$ cat config.mk
export PLATFORM = sky130hd
export DESIGN_NAME = au_dec_c_pipe
export DESIGN_NICKNAME = d
export VERILOG_FILES = /design/src/rtl/au_dec_c_pipe.sv
export SDC_FILE = /design/constraint.sdc
export NUM_CORES = 1
export LEC_CHECK = 0
export CORE_MARGIN = 2
export CORE_UTILIZATION = 48
export DETAILED_ROUTE_END_ITERATION = 7
export GPL_ROUTABILITY_DRIVEN = 1
export PLACE_DENSITY = 0.78
export SYNTH_ARGS = -nofsm -noshare
export SYNTH_HDL_FRONTEND = slang
export SYNTH_SLANG_ARGS = --single-unit
$ cat constraint.sdc
create_clock -name clk -period 2 [get_ports clk]
set_clock_uncertainty 0.1 [all_clocks]
set_input_delay 0.4 -clock clk [delete_from_list [all_inputs] [get_ports clk]]
set_output_delay 0.4 -clock clk [all_outputs]
set_load 0.05 [all_outputs]
$ cat src/rtl/au_dec_c_pipe.sv
// au_dec_c_pipe: pipelined, flow-controlled decrementer with borrow-in/borrow-out.
// The WIDTH-bit borrow chain is cut into STAGES segments of SW = ceil(WIDTH/STAGES)
// bits. Stage k resolves segment k, so the register of stage k holds the finished
// result bits of segments 0..k in its low part and the not-yet-processed operand
// bits of segments k+1.. in its high part (the skew). The borrow out of segment k
// is registered alongside and feeds segment k+1 one cycle later.
//
// Handshake: a beat moves on the input when in_valid & in_ready, and on the output
// when out_valid & out_ready. The whole pipe advances together (adv) whenever the
// output register is empty or being drained; otherwise every stage holds, which
// keeps z/co/out_valid frozen while the consumer stalls. in_ready never depends
// on in_valid, and is forced low while rst is asserted.
module au_dec_c_pipe #(
    parameter int WIDTH  = 8,
    parameter int ARCH   = 0,
    parameter int STAGES = 2
) (
    input  logic             clk,
    input  logic             rst,
    input  logic             in_valid,
    output logic             in_ready,
    input  logic [WIDTH-1:0] a,
    input  logic             ci,
    output logic             out_valid,
    input  logic             out_ready,
    output logic [WIDTH-1:0] z,
    output logic             co
);

    localparam int SW = (WIDTH + STAGES - 1) / STAGES;

    // Parameter sets that would leave a segment with no bits are refused at
    // elaboration rather than silently producing a zero-width stage.
    if (WIDTH < 1 || STAGES < 1 || STAGES > WIDTH || (STAGES - 1) * SW >= WIDTH) begin : g_bad_params
        $error("au_dec_c_pipe: illegal WIDTH/STAGES combination (empty segment)");
    end

    logic adv;

    // Global advance: the pipe moves when the output slot is free or being taken.
    assign adv      = ~out_valid | out_ready;
    assign in_ready = adv & ~rst;

    for (genvar k = 0; k < STAGES; k++) begin : g_stage
        localparam int LO = k * SW;
        localparam int HI = ((k + 1) * SW < WIDTH) ? (k + 1) * SW - 1 : WIDTH - 1;
        localparam int N  = HI - LO + 1;

        logic             src_v;
        logic             src_b;
        logic [WIDTH-1:0] src_d;
        logic [N-1:0]     seg_in;
        logic [N-1:0]     seg_out;
        logic [N:0]       bin;      // bin[i] = borrow into segment bit i, bin[N] = borrow out
        logic [WIDTH-1:0] nxt_d;

        logic             valid_q;
        logic             borrow_q;
        logic [WIDTH-1:0] data_q;

        // Stage 0 takes the raw beat; later stages take the previous stage register.
        if (k == 0) begin : g_src
            assign src_v = in_valid;
            assign src_d = a;
            assign src_b = ci;
        end else begin : g_src
            assign src_v = g_stage[k-1].valid_q;
            assign src_d = g_stage[k-1].data_q;
            assign src_b = g_stage[k-1].borrow_q;
        end

        assign seg_in = src_d[HI:LO];

        if (ARCH == 0) begin : g_ripple
            // Ripple borrow: a borrow passes a bit only where that bit is zero.
            always_comb begin
                bin[0] = src_b;
                for (int i = 0; i < N; i++) begin
                    bin[i+1] = bin[i] & ~seg_in[i];
                end
            end
        end else begin : g_prefix
            // Log-depth prefix AND of "bit is zero"; the low d positions are padded
            // with ones at each level so they pass their value through unchanged.
            always_comb begin
                logic [N-1:0] zp;
                zp = ~seg_in;
                for (int d = 1; d < N; d = d * 2) begin
                    zp = zp & ((zp << d) | ~({N{1'b1}} << d));
                end
                bin[0]   = src_b;
                bin[N:1] = {N{src_b}} & zp;
            end
        end

        // A bit flips exactly when a borrow arrives at it.
        assign seg_out = seg_in ^ bin[N-1:0];

        // Splice the processed segment into the word; other bits pass unchanged.
        always_comb begin
            nxt_d        = src_d;
            nxt_d[HI:LO] = seg_out;
        end

        // Stage register: cleared by reset, loaded on advance, held on stall.
        always_ff @(posedge clk) begin
            if (rst) begin
                valid_q  <= 1'b0;
                borrow_q <= 1'b0;
                data_q   <= '0;
            end else if (adv) begin
                valid_q  <= src_v;
                borrow_q <= bin[N];
                data_q   <= nxt_d;
            end
        end
    end

    assign out_valid = g_stage[STAGES-1].valid_q;
    assign z         = g_stage[STAGES-1].data_q;
    assign co        = g_stage[STAGES-1].borrow_q;

endmodule

* Word level (Yosys, flattened, before mapping)
Index checks and enable logic that the tools add are counted.
** Storage, ports and cells
- Register bits :: 20
- Output and inout bits :: 11
** Cells by class
- Bitwise logic cells :: 22
** Operators with widths (count)
- NOT 1 bit :: 10
- AND 1 bit :: 9
- bitwise XOR 4 bit :: 2
- OR 1 bit :: 1

* Depth between registers and ports, before layout
Gate-level depths: netlist (run 1).
- Depth after elaboration :: 5
- Gate-level depth with buffers :: 7

* Worst setup path before layout (run 1)
OpenSTA, ideal clock, no wires.
- Kind :: register -> output
- From :: register g_stage[1].valid_q (netlist: out_valid)
- To :: output in_ready
- Arrival :: 1.561 ns
- Data required time :: 1.500 ns
- Slack :: -0.061 ns
- Stages on the path, launching flop included :: 4
- Path buffers :: 1
- Cell sequence :: dfxtp_1 > and2b_2 > buf_2 > nor2_1
** On the way
- Word-level cells in the longest chain between the ends :: 3
** RTL lines
- start: declaration :: line 57 : logic valid_q;
- start signal: assignment :: line 112 : valid_q <= src_v;
- NOT 1 bit :: line 41 : assign adv = ~out_valid | out_ready;
- OR 1 bit :: line 41
- AND 1 bit :: line 42 : assign in_ready = adv & ~rst;
- end: declaration :: line 21 : output logic in_ready,
Every way passes these cells.

* Final worst setup path (run 1)
- From :: input out_ready
- To :: output in_ready
** On the way
- Word-level cells in the longest chain between the ends :: 2
** RTL lines
- start: declaration :: line 25 : input logic out_ready,
- OR 1 bit :: line 41
- AND 1 bit :: line 42
Every way passes these cells.

==> results.md, run 1 <==
- Top achievable clock speed: 512 MHz
- Routed Antenna Nets: 0
- Area of the core: ~2000 sq um
- Total grt overflow: 0
- Synth cell types: 16
- Worst path required time: 1.50 ns
- FF/Latch Area: around 400 sq um
- Cell Rows: 16
- Switching power: between 0.0002 and 0.00025 W
- Min Hold Slack: roughly 0.36 ns
- Final std cells w/o fill: 148
- Max clock buf depth: 2
- DRT Pass-1 Iters: 4
- First-pass GRT wire length: roughly 3.4 mm
- Hold buffer count at CTS: 0
- Core Util, Final: between 60 and 70%
- Vias/cell: 5.11
- Crit path largest cell delay: about 0.49 ns
- Pwr per Cell Area: around 660 nW/um^2
- Fillers: approximately 190
- Routed vias: 757
- Clock Latency Late Sink: 0.29 ns
- Yosys warns: 0
- Critical Path Fanout Max: 2
- Antenna diode instance count: 0
- Largest net degree at the start of global routing: 32
- Worst R2R End: z[7]
- Fin. max-slew vios: 0
- Post-CTS setup buffer count: 0
- Worst slew pin tran: approximately 0.50 ns
- Final Hold Fails: 0
- Top-level I/O count: 24
- Final setup margin: between 0.04 and 0.05 ns
- CTS Root Cell: clkbuf_4
- Yosys reg bits: 20
- CP max stage cell: clkdlybuf4s50_1
- Nets: 143
- Hold Path Class: flip-flop to flip-flop
- DRC violations left: 0
- GRT Overall Usage: around 18%
- Synth top area share: roughly two fifths
- Crit path from: out_ready
- CTS tree: yes
- R2r startpoint: g_stage[0].data_q[4]
- Syn Inst Count: around 100
- DR WL/cell: ~12 microns
- R2r setup slk: 0.46 ns
- Setup_tns: 0 ns
- Type of element capturing the critical path: primary output
- Footprint of the multi-input gates: around 500 sq um
- Peak VDD IR: roughly 0.44 mV
- Most common cell after layout, fill and taps aside: dfxtp_1
- R2R depth: 6
- Tmin final: between 1.5 and 2 ns
- TritonCTS Sinks: 20
- Sw frac: a little over a quarter
- Area growth, synth to finish: 30.5%
- Max-cap violations: 0
- CP startpoint kind: primary input
- Initial Utilization: 50.4%
- CTS Buf Count: 3
- Result of the run: complete, no violations
- Post-synthesis sequential area ratio: between 40% and 50%
- Setup WS pre-CTS: -0.0982 ns
- Placer's final routability congestion estimate: approximately 0.70
- Syn_nets: between 100 and 150
- Relative slew slack: approximately two thirds
- Comb power frac: a little over a fifth
- Post-DP HPWL: ~1.2 mm
- Worst-path clk slew: 0.11 ns
- WS Path Type: primary input to primary output
- H-tree Lvls: 1
- CP Capture Point: in_ready
- Synth Cell Area: between 900 and 1000 sq um
- DIE AREA: between 2000 and 2500 sq um
- Synth area leader: dfxtp_1
- Routed WL: about 1.8 mm
- Mean Syn Cell Area: 10.0 sq um
- Area contributors post-synth: dfxtp_1, nand4bb_1, ha_1
- # setup viols final: 0
- Inst Count DP: between 100 and 150
- Sequential share of power: ~52%
- Worst path arrival time: between 1 and 1.5 ns
- Pint: between 0.0006 and 0.0007 W
- Fin crit share: between 90% and 100%
- 1st-iter DRT viols: 5
- Clock power share: between 20% and 30%
- Initial antenna violation count: 0
- PortBufs: 23
- Ratio of cells with drive above 1 in the final layout: around 11%
- Critical-path cell list: clkdlybuf4s50_1, and2b_2, nor2_2, buf_12
- Die span in y: between 40 and 50 microns
- Vias in the first global route: 762
- Leakage: approximately 0.53 nW
- Die Wd: slightly below 50 microns
- Most frequent cells in the layout: dfxtp_1, clkdlybuf4s50_1, nand2b_1, nand4bb_1, o21ai_0
[synthesized netlist by cell type, drive strengths merged]
| cell | count |
|---|---|
| inv | 9 |
| buf | 6 |
| o21ai | 11 |
| dfxtp | 20 |
| nand2b | 12 |
| a211oi | 8 |
| nor2 | 1 |
| clkbuf | 3 |
| ha | 8 |
| nor3b | 8 |
| nand4bb | 11 |
| a21oi | 1 |
| and2b | 1 |
[cell type report]
class / count / share of cell area, %
multi-input cells: 61 / 38.9
flip-flops and latches: 20 / 31.0
repair buffers: 27 / 22.1
clock buffers: 4 / 2.81
inverters: 9 / 2.62
well taps: 27 / 2.62
[through the flow]
| step | instance area (sq um) | power, W |
|---|---|---|
| 4_1_cts | 1290 | 0.000857 |
| 3_5_place_dp | 1250 | 0.000627 |
| 6_report | 1290 | 0.000846 |
| 3_3_place_gp | 1250 | 0.000626 |
| 2_1_floorplan | 992 | 0.000557 |
| 5_1_grt | 1290 | 0.000885 |
[sequential cells by signal, summed over array words and instances (netlist names)]
register	flops
g_stage.borrow_q	1
co	1
g_stage.valid_q	1
out_valid	1
g_stage.data_q	8
z	8
[how the worst min path moves through the flow]
stage | from | end | slack (ns) | depth (start not counted)
after detailed placement | g_stage[0].valid_q | out_valid | 0.35 | 2
after global placement | g_stage[0].valid_q | out_valid | 0.34 | 2
after global routing | g_stage[0].valid_q | out_valid | 0.40 | 2
after floorplan | g_stage[0].valid_q | out_valid | 0.33 | 2
final | g_stage[0].valid_q | out_valid | 0.36 | 2
after CTS | g_stage[0].valid_q | out_valid | 0.36 | 2
[metal layers]
metal | GRT usage, % | routed length, microns
met1 | 23.1 | 872
met3 | 3.68 | 80
met2 | 27.5 | 844
met4 | 8.33 | 19
met5 | 0 | 0
[critical path: cells and delay by family]
family | cells | cell delay (ns)
buffers and inverters | 2 | 0.65
AND/OR/NAND/NOR | 2 | 0.40
[logic make-up (layout without fill, tap and decap cells)]
kind of cell | count (synthesis) | count (layout) | share of synthesized area (%)
simple gates | 33 | 33 | 28.2
compound gates | 20 | 20 | 12.1
flops | 20 | 20 | 40.5
buf+inv | 18 | 40 | 9.10
fa+ha+maj | 8 | 8 | 10.1
[timing repair]
action / 4_1_cts / 5_1_grt
hold endpoints to repair: 0 / 0
gates resized for setup: 0 / 2
setup endpoints to repair: 0 / 2
[power groups by stage]
stage	clock [W]	sequential, W	combinational [W]
2_1_floorplan	0	0.000485	0.0000723
6_report	0.000230	0.000436	0.000180
3_5_place_dp	0	0.000446	0.000182
4_1_cts	0.000238	0.000437	0.000183
5_1_grt	0.000248	0.000440	0.000197
3_3_place_gp	0	0.000445	0.000181
Power figures use the tool's default switching activity.
==> inputs of run 2 (changes only) <==
- REMOVE_ABC_BUFFERS: not set -> 1
==> run 2 against run 1 <==
Effect of this change: sequential cell count is the same; worst hold slack worse by 0.0049 ns; first-iteration DRC count is the same; fmax is 0.75% higher; largest cell class unchanged; critical path type is now flip-flop to primary output; routed wire length is 2.1% higher; cell count is the same; count of clock-buffer cells in the layout stayed put.
==> results.md, run 2 (synthesized netlist as in run 1, its figures left out) <==
- Result of the run: complete, no violations
- Worst R2R End: z[7]
- Worst path required time: 1.50 ns (about the same)
- R2R depth: 6 (unchanged)
- Hold path start: g_stage[0].valid_q
- Min Hold Slack: 0.359 ns (-0.00493 ns)
- Largest net degree at the start of global routing: 32 (unchanged)
- Sequential share of power: 51.6% (about the same)
- Tmin final: 1.94 ns (-0.0146 ns)
- Setup WS pre-CTS: -0.0889 ns (+0.00932 ns)
- Vias/cell: 5.33 (+4.2%)
- H-tree Lvls: 1 (unchanged)
- Cell Rows: 16 (unchanged)
- Initial Utilization: 50.4% (unchanged)
- Most frequent cells in the layout: dfxtp_1, clkdlybuf4s50_1, nand2b_1, nand4bb_1, o21ai_0
- Post-DP HPWL: 1.26 mm (+2.4%)
- DRC violations left: 0 (unchanged)
- Nets: 143 (unchanged)
- R2r setup slk: 0.42 ns (-0.04 ns)
- Final Hold Fails: 0 (unchanged)
- DRT Pass-1 Iters: 3 (-1)
- Top-level I/O count: 24 (unchanged)
- 1st-iter DRT viols: 5 (unchanged)
- R2r startpoint: g_stage[0].data_q[4]
- Clock power share: 27.1% (about the same)
- CTS tree: yes
- Setup_tns: 0 ns (unchanged)
- PortBufs: 23 (unchanged)
- DR WL/cell: 12.5 microns (+2.1%)
- Crit path largest cell delay: 0.80 ns (+0.31 ns)
- Placer's final routability congestion estimate: 0.716 (+2.1%)
- Critical Path Fanout Max: 2 (unchanged)
- Clock Latency Late Sink: 0.29 ns (about the same)
- Worst path arrival time: 1.44 ns (about the same)
- Placed Instance Area: 1240 sq um (-0.60%)
- Post_cts resized: 0 (unchanged)
- WS Path Type: flip-flop to primary output
- GRT Overall Usage: 17.7% (+0.14 points)
- Antenna diode instance count: 0 (unchanged)
- Initial antenna violation count: 0 (unchanged)
- Sw frac: 26.9% (about the same)
- CTS Root Cell: clkbuf_4
- Routed WL: 1.86 mm (+2.1%)
- Hold Path Class: flip-flop to flip-flop
- Post-Layout Inst Area: 1290 sq um (unchanged)
- Die Wd: 49.4 microns (unchanged)
- Worst-path clk slew: 0.11 ns (about the same)
- Area of the core: 1960 sq um (unchanged)
- Worst slew pin tran: 0.528 ns (+0.0237 ns)
- Comb power frac: 21.3% (about the same)
- Final setup margin: 0.0608 ns (+0.0146 ns)
- Hold depth: 2 (unchanged)
- Pint: 0.000617 W (-0.19%)
- CP Buf/Inv Count: 1 (-1)
- Switching power: 0.000227 W (-0.13%)
- Top achievable clock speed: 516 MHz (+0.75%)
- Max-cap violations: 0 (unchanged)
- Die span in y: 49.4 microns (unchanged)
- Ratio of cells with drive above 1 in the final layout: 12.4% (+1.7 points)
- Relative slew slack: 64.7% (-1.5 points)
- Fin crit share: 97.0% (-0.73 points)
- Post-CTS setup buffer count: 0 (unchanged)
- Hold buffer count at CTS: 0 (unchanged)
- Fin. max-slew vios: 0 (unchanged)
- Critical path depth: 1 (-3)
- Routed vias: 789 (+4.2%)
- CP startpoint kind: flip-flop
- Pwr per Cell Area: 654 nW/um^2 (-0.17%)
- Unrepaired setup endpoints after global routing: no
- First-pass GRT wire length: 3.42 mm (+1.6%)
- DIE AREA: 2440 sq um (unchanged)
- Peak VDD IR: 0.370 mV (-15%)
- Min-Delay Endpoint: out_valid
- Vias in the first global route: 799 (+4.9%)
- TritonCTS Sinks: 20 (unchanged)
- Area growth, synth to finish: 30.5% (unchanged)
- Routed Antenna Nets: 0 (unchanged)
- Total grt overflow: 0 (unchanged)
- CP max stage cell: clkdlybuf4s50_1
- Top delay family on crit path: buffers and inverters
- # setup viols final: 0 (unchanged)
- Max clock buf depth: 2 (unchanged)
- Type of element capturing the critical path: primary output
- Critical-path cell list: clkdlybuf4s50_1
- CTS Buf Count: 3 (unchanged)
- Leakage: 0.569 nW (+7.2%)
- Most common cell after layout, fill and taps aside: dfxtp_1
run 2: final cells by class:
| class | instances | area, sq um |
|---|---|---|
| Timing Repair Buffer | 27 | 285 |
| Tap cell | 27 | 33.8 |
| Fill cell | 184 | 671 |
| Sequential cell | 20 | 400 |
| Clock buffer | 4 | 36.3 |
| Multi-Input combinational cell | 61 | 502 |
| Inverter | 9 | 33.8 |
run 2: power groups by stage:
stage	clock network, W	registers [W]	logic [W]
6_report	0.000229	0.000436	0.000180
5_1_grt	0.000259	0.000439	0.000193
4_1_cts	0.000236	0.000436	0.000181
3_5_place_dp	0	0.000446	0.000180
3_3_place_gp	0	0.000445	0.000177
2_1_floorplan	0	0.000489	0.0000521
run 2: worst max-delay path by stage:
stage                     startpoint                    to
after floorplan            out_valid              in_ready
after global placement          a[0]  g_stage[0].data_q[3]
after detailed placement        a[0]  g_stage[0].data_q[3]
after CTS                  out_ready              in_ready
after global routing            z[3]                  z[3]
final                           z[7]                  z[7]
run 2: per-layer routing:
layer	wire [microns]	global-route usage, %
met5	0	0
met3	102	4.60
met4	9	6.94
met1	863	21.3
met2	879	30.2
run 2: through the flow:
stage,instances,utilization (%),power (W)
finish,148,65.8,0.000845
global route,148,65.8,0.000892
CTS,148,65.2,0.000853
detailed placement,144,63.3,0.000626
global placement,144,63.3,0.000622
floorplan,90,-,0.000541
==> inputs of run 3 (changes only) <==
- MAX_ROUTING_LAYER: not set -> met4
- SLEW_MARGIN: not set -> 30
==> run 3 against run 2 <==
Effect of this change: core utilization did not move; critical endpoint unchanged; design area did not move; global-route usage grew 0.49 points; die area stayed put; combinational power about the same; routed wire length shrank 0.22%; critical path depth is the same; first-iteration DRC count unchanged; total power barely moved.
==> results.md, run 3 (synthesized netlist as in run 1, its figures left out) <==
- Worst path required time: 1.50 ns (about the same)
- Met2 Track Usage GR: 30.2% (unchanged)
- Gr busiest metal: met2
- Worst slew pin tran: 0.528 ns (+0.000000358 ns)
- GR Util met3: 4.29% (-0.31 points)
- Max-cap violations: 0 (unchanged)
- Routed vias: 789 (unchanged)
- Fillers: 184 (unchanged)
- Largest net degree at the start of global routing: 32 (unchanged)
- Global-route met1 utilization: 21.5% (+0.19 points)
- Core Util, Final: 65.8% (unchanged)
- Clock power share: 27.1% (about the same)
- Tmin final: 1.94 ns (-0.0000737 ns)
- Vias/cell: 5.33 (unchanged)
- Initial Utilization: 50.4% (unchanged)
- Worst-path clk slew: 0.11 ns (about the same)
- Die Wd: 49.4 microns (unchanged)
- Sw frac: 26.9% (about the same)
- Pint: 0.000617 W (about the same)
- CTS tree: yes
- Total power: 0.000845 W (about the same)
- DRC violations left: 0 (unchanged)
- Critical Path Fanout Max: 2 (unchanged)
- Fin. max-slew vios: 0 (unchanged)
- Post_cts resized: 0 (unchanged)
- Total grt overflow: 0 (unchanged)
- Top delay family on crit path: buffers and inverters
- FF/Latch Area: 400 sq um (unchanged)
- Area of the core: 1960 sq um (unchanged)
- Antenna diode instance count: 0 (unchanged)
- TritonCTS Sinks: 20 (unchanged)
- DR WL/cell: 12.5 microns (-0.22%)
- Relative slew slack: 64.7% (unchanged)
- CP max stage cell: clkdlybuf4s50_1
- DRT Pass-1 Iters: 3 (unchanged)
- Placed Instance Area: 1240 sq um (unchanged)
- Comb power frac: 21.2% (about the same)
- Fin crit share: 97.0% (about the same)
- Type of element capturing the critical path: primary output
- Hold Path Class: flip-flop to flip-flop
- DIE AREA: 2440 sq um (unchanged)
- Most frequent cells in the layout: dfxtp_1, clkdlybuf4s50_1, nand2b_1, nand4bb_1, o21ai_0
- Nets: 143 (unchanged)
- Top achievable clock speed: 516 MHz (about the same)
- Routed WL: 1.85 mm (-0.22%)
- Peak VDD IR: 0.370 mV (about the same)
- Placer's final routability congestion estimate: 0.725 (+1.2%)
- # setup viols final: 0 (unchanged)
- Result of the run: complete, no violations
- Area growth, synth to finish: 30.5% (unchanged)
- Initial antenna violation count: 0 (unchanged)
- Top-level I/O count: 24 (unchanged)
- Post-DP HPWL: 1.26 mm (unchanged)
- Ratio of cells with drive above 1 in the final layout: 12.4% (unchanged)
- Crit path largest cell delay: 0.80 ns (about the same)
- Hold buffer count at CTS: 0 (unchanged)
- Unrepaired setup endpoints after global routing: no
- Die span in y: 49.4 microns (unchanged)
- Switching power: 0.000227 W (-0.11%)
- Post-Layout Inst Area: 1290 sq um (unchanged)
- H-tree Lvls: 1 (unchanged)
- Leakage: 0.569 nW (unchanged)
- PortBufs: 23 (unchanged)
- Critical-path cell list: clkdlybuf4s50_1
- Cell Rows: 16 (unchanged)
- First-pass GRT wire length: 3.42 mm (+0.20%)
- Max clock buf depth: 2 (unchanged)
- WS Path Type: flip-flop to primary output
- CTS Buf Count: 3 (unchanged)
- CP startpoint kind: flip-flop
- Sequential share of power: 51.6% (about the same)
- Post-CTS setup buffer count: 0 (unchanged)
- 1st-iter DRT viols: 5 (unchanged)
- CP Buf/Inv Count: 1 (unchanged)
- Most common cell after layout, fill and taps aside: dfxtp_1
- Pwr per Cell Area: 654 nW/um^2 (about the same)
- Footprint of the multi-input gates: 502 sq um (unchanged)
- Worst path arrival time: 1.44 ns (about the same)
- Vias in the first global route: 799 (unchanged)
- Routed Antenna Nets: 0 (unchanged)
- CTS Root Cell: clkbuf_4
- Clock Latency Late Sink: 0.29 ns (about the same)
- GRT Overall Usage: 18.2% (+0.49 points)
- Final Hold Fails: 0 (unchanged)
-- run 3: per-stage QoR --
stage | setup slack [ns] | cells | hold WS, ns | TNS, ns
finish | 0.0608 | 148 | 0.358 | 0
global route | 0.00284 | 148 | 0.383 | 0
CTS | 0.0249 | 148 | 0.357 | 0
detailed placement | -0.0889 | 144 | 0.339 | -0.0889
global placement | -0.0464 | 144 | 0.337 | -0.0464
floorplan | -0.178 | 90 | 0.319 | -0.178
-- run 3: cell type report --
cell class / instances / share of cell area (%)
flip-flops and latches: 20 / 31.0
multi-input cells: 61 / 38.9
inverters: 9 / 2.62
clock buffers: 4 / 2.81
repair buffers: 27 / 22.1
well taps: 27 / 2.62
-- run 3: path summary, 6_finish.rpt --
kind / startpoint / end / slack, ns / cells after the start
worst max-delay path: z[7] / z[7] / 0.06 / 1
worst min-delay path: g_stage[0].valid_q / out_valid / 0.36 / 2
worst max register to register: g_stage[0].data_q[4] / z[7] / 0.42 / 6
worst min register to register: g_stage[0].valid_q / out_valid / 0.36 / 2
-- run 3: metal layers --
layer / vias up / wire [microns]
li1: 394 / -
met1: 375 / 861
met2: 18 / 876
met3: 2 / 102
met4: 0 / 10
met5: - / 0
-- run 3: power by group through the flow --
stage | logic, W | clock network, W | registers [W]
2_1_floorplan | 0.0000521 | 0 | 0.000489
3_3_place_gp | 0.000177 | 0 | 0.000445
3_5_place_dp | 0.000180 | 0 | 0.000446
4_1_cts | 0.000181 | 0.000236 | 0.000436
5_1_grt | 0.000193 | 0.000259 | 0.000439
6_report | 0.000179 | 0.000229 | 0.000436
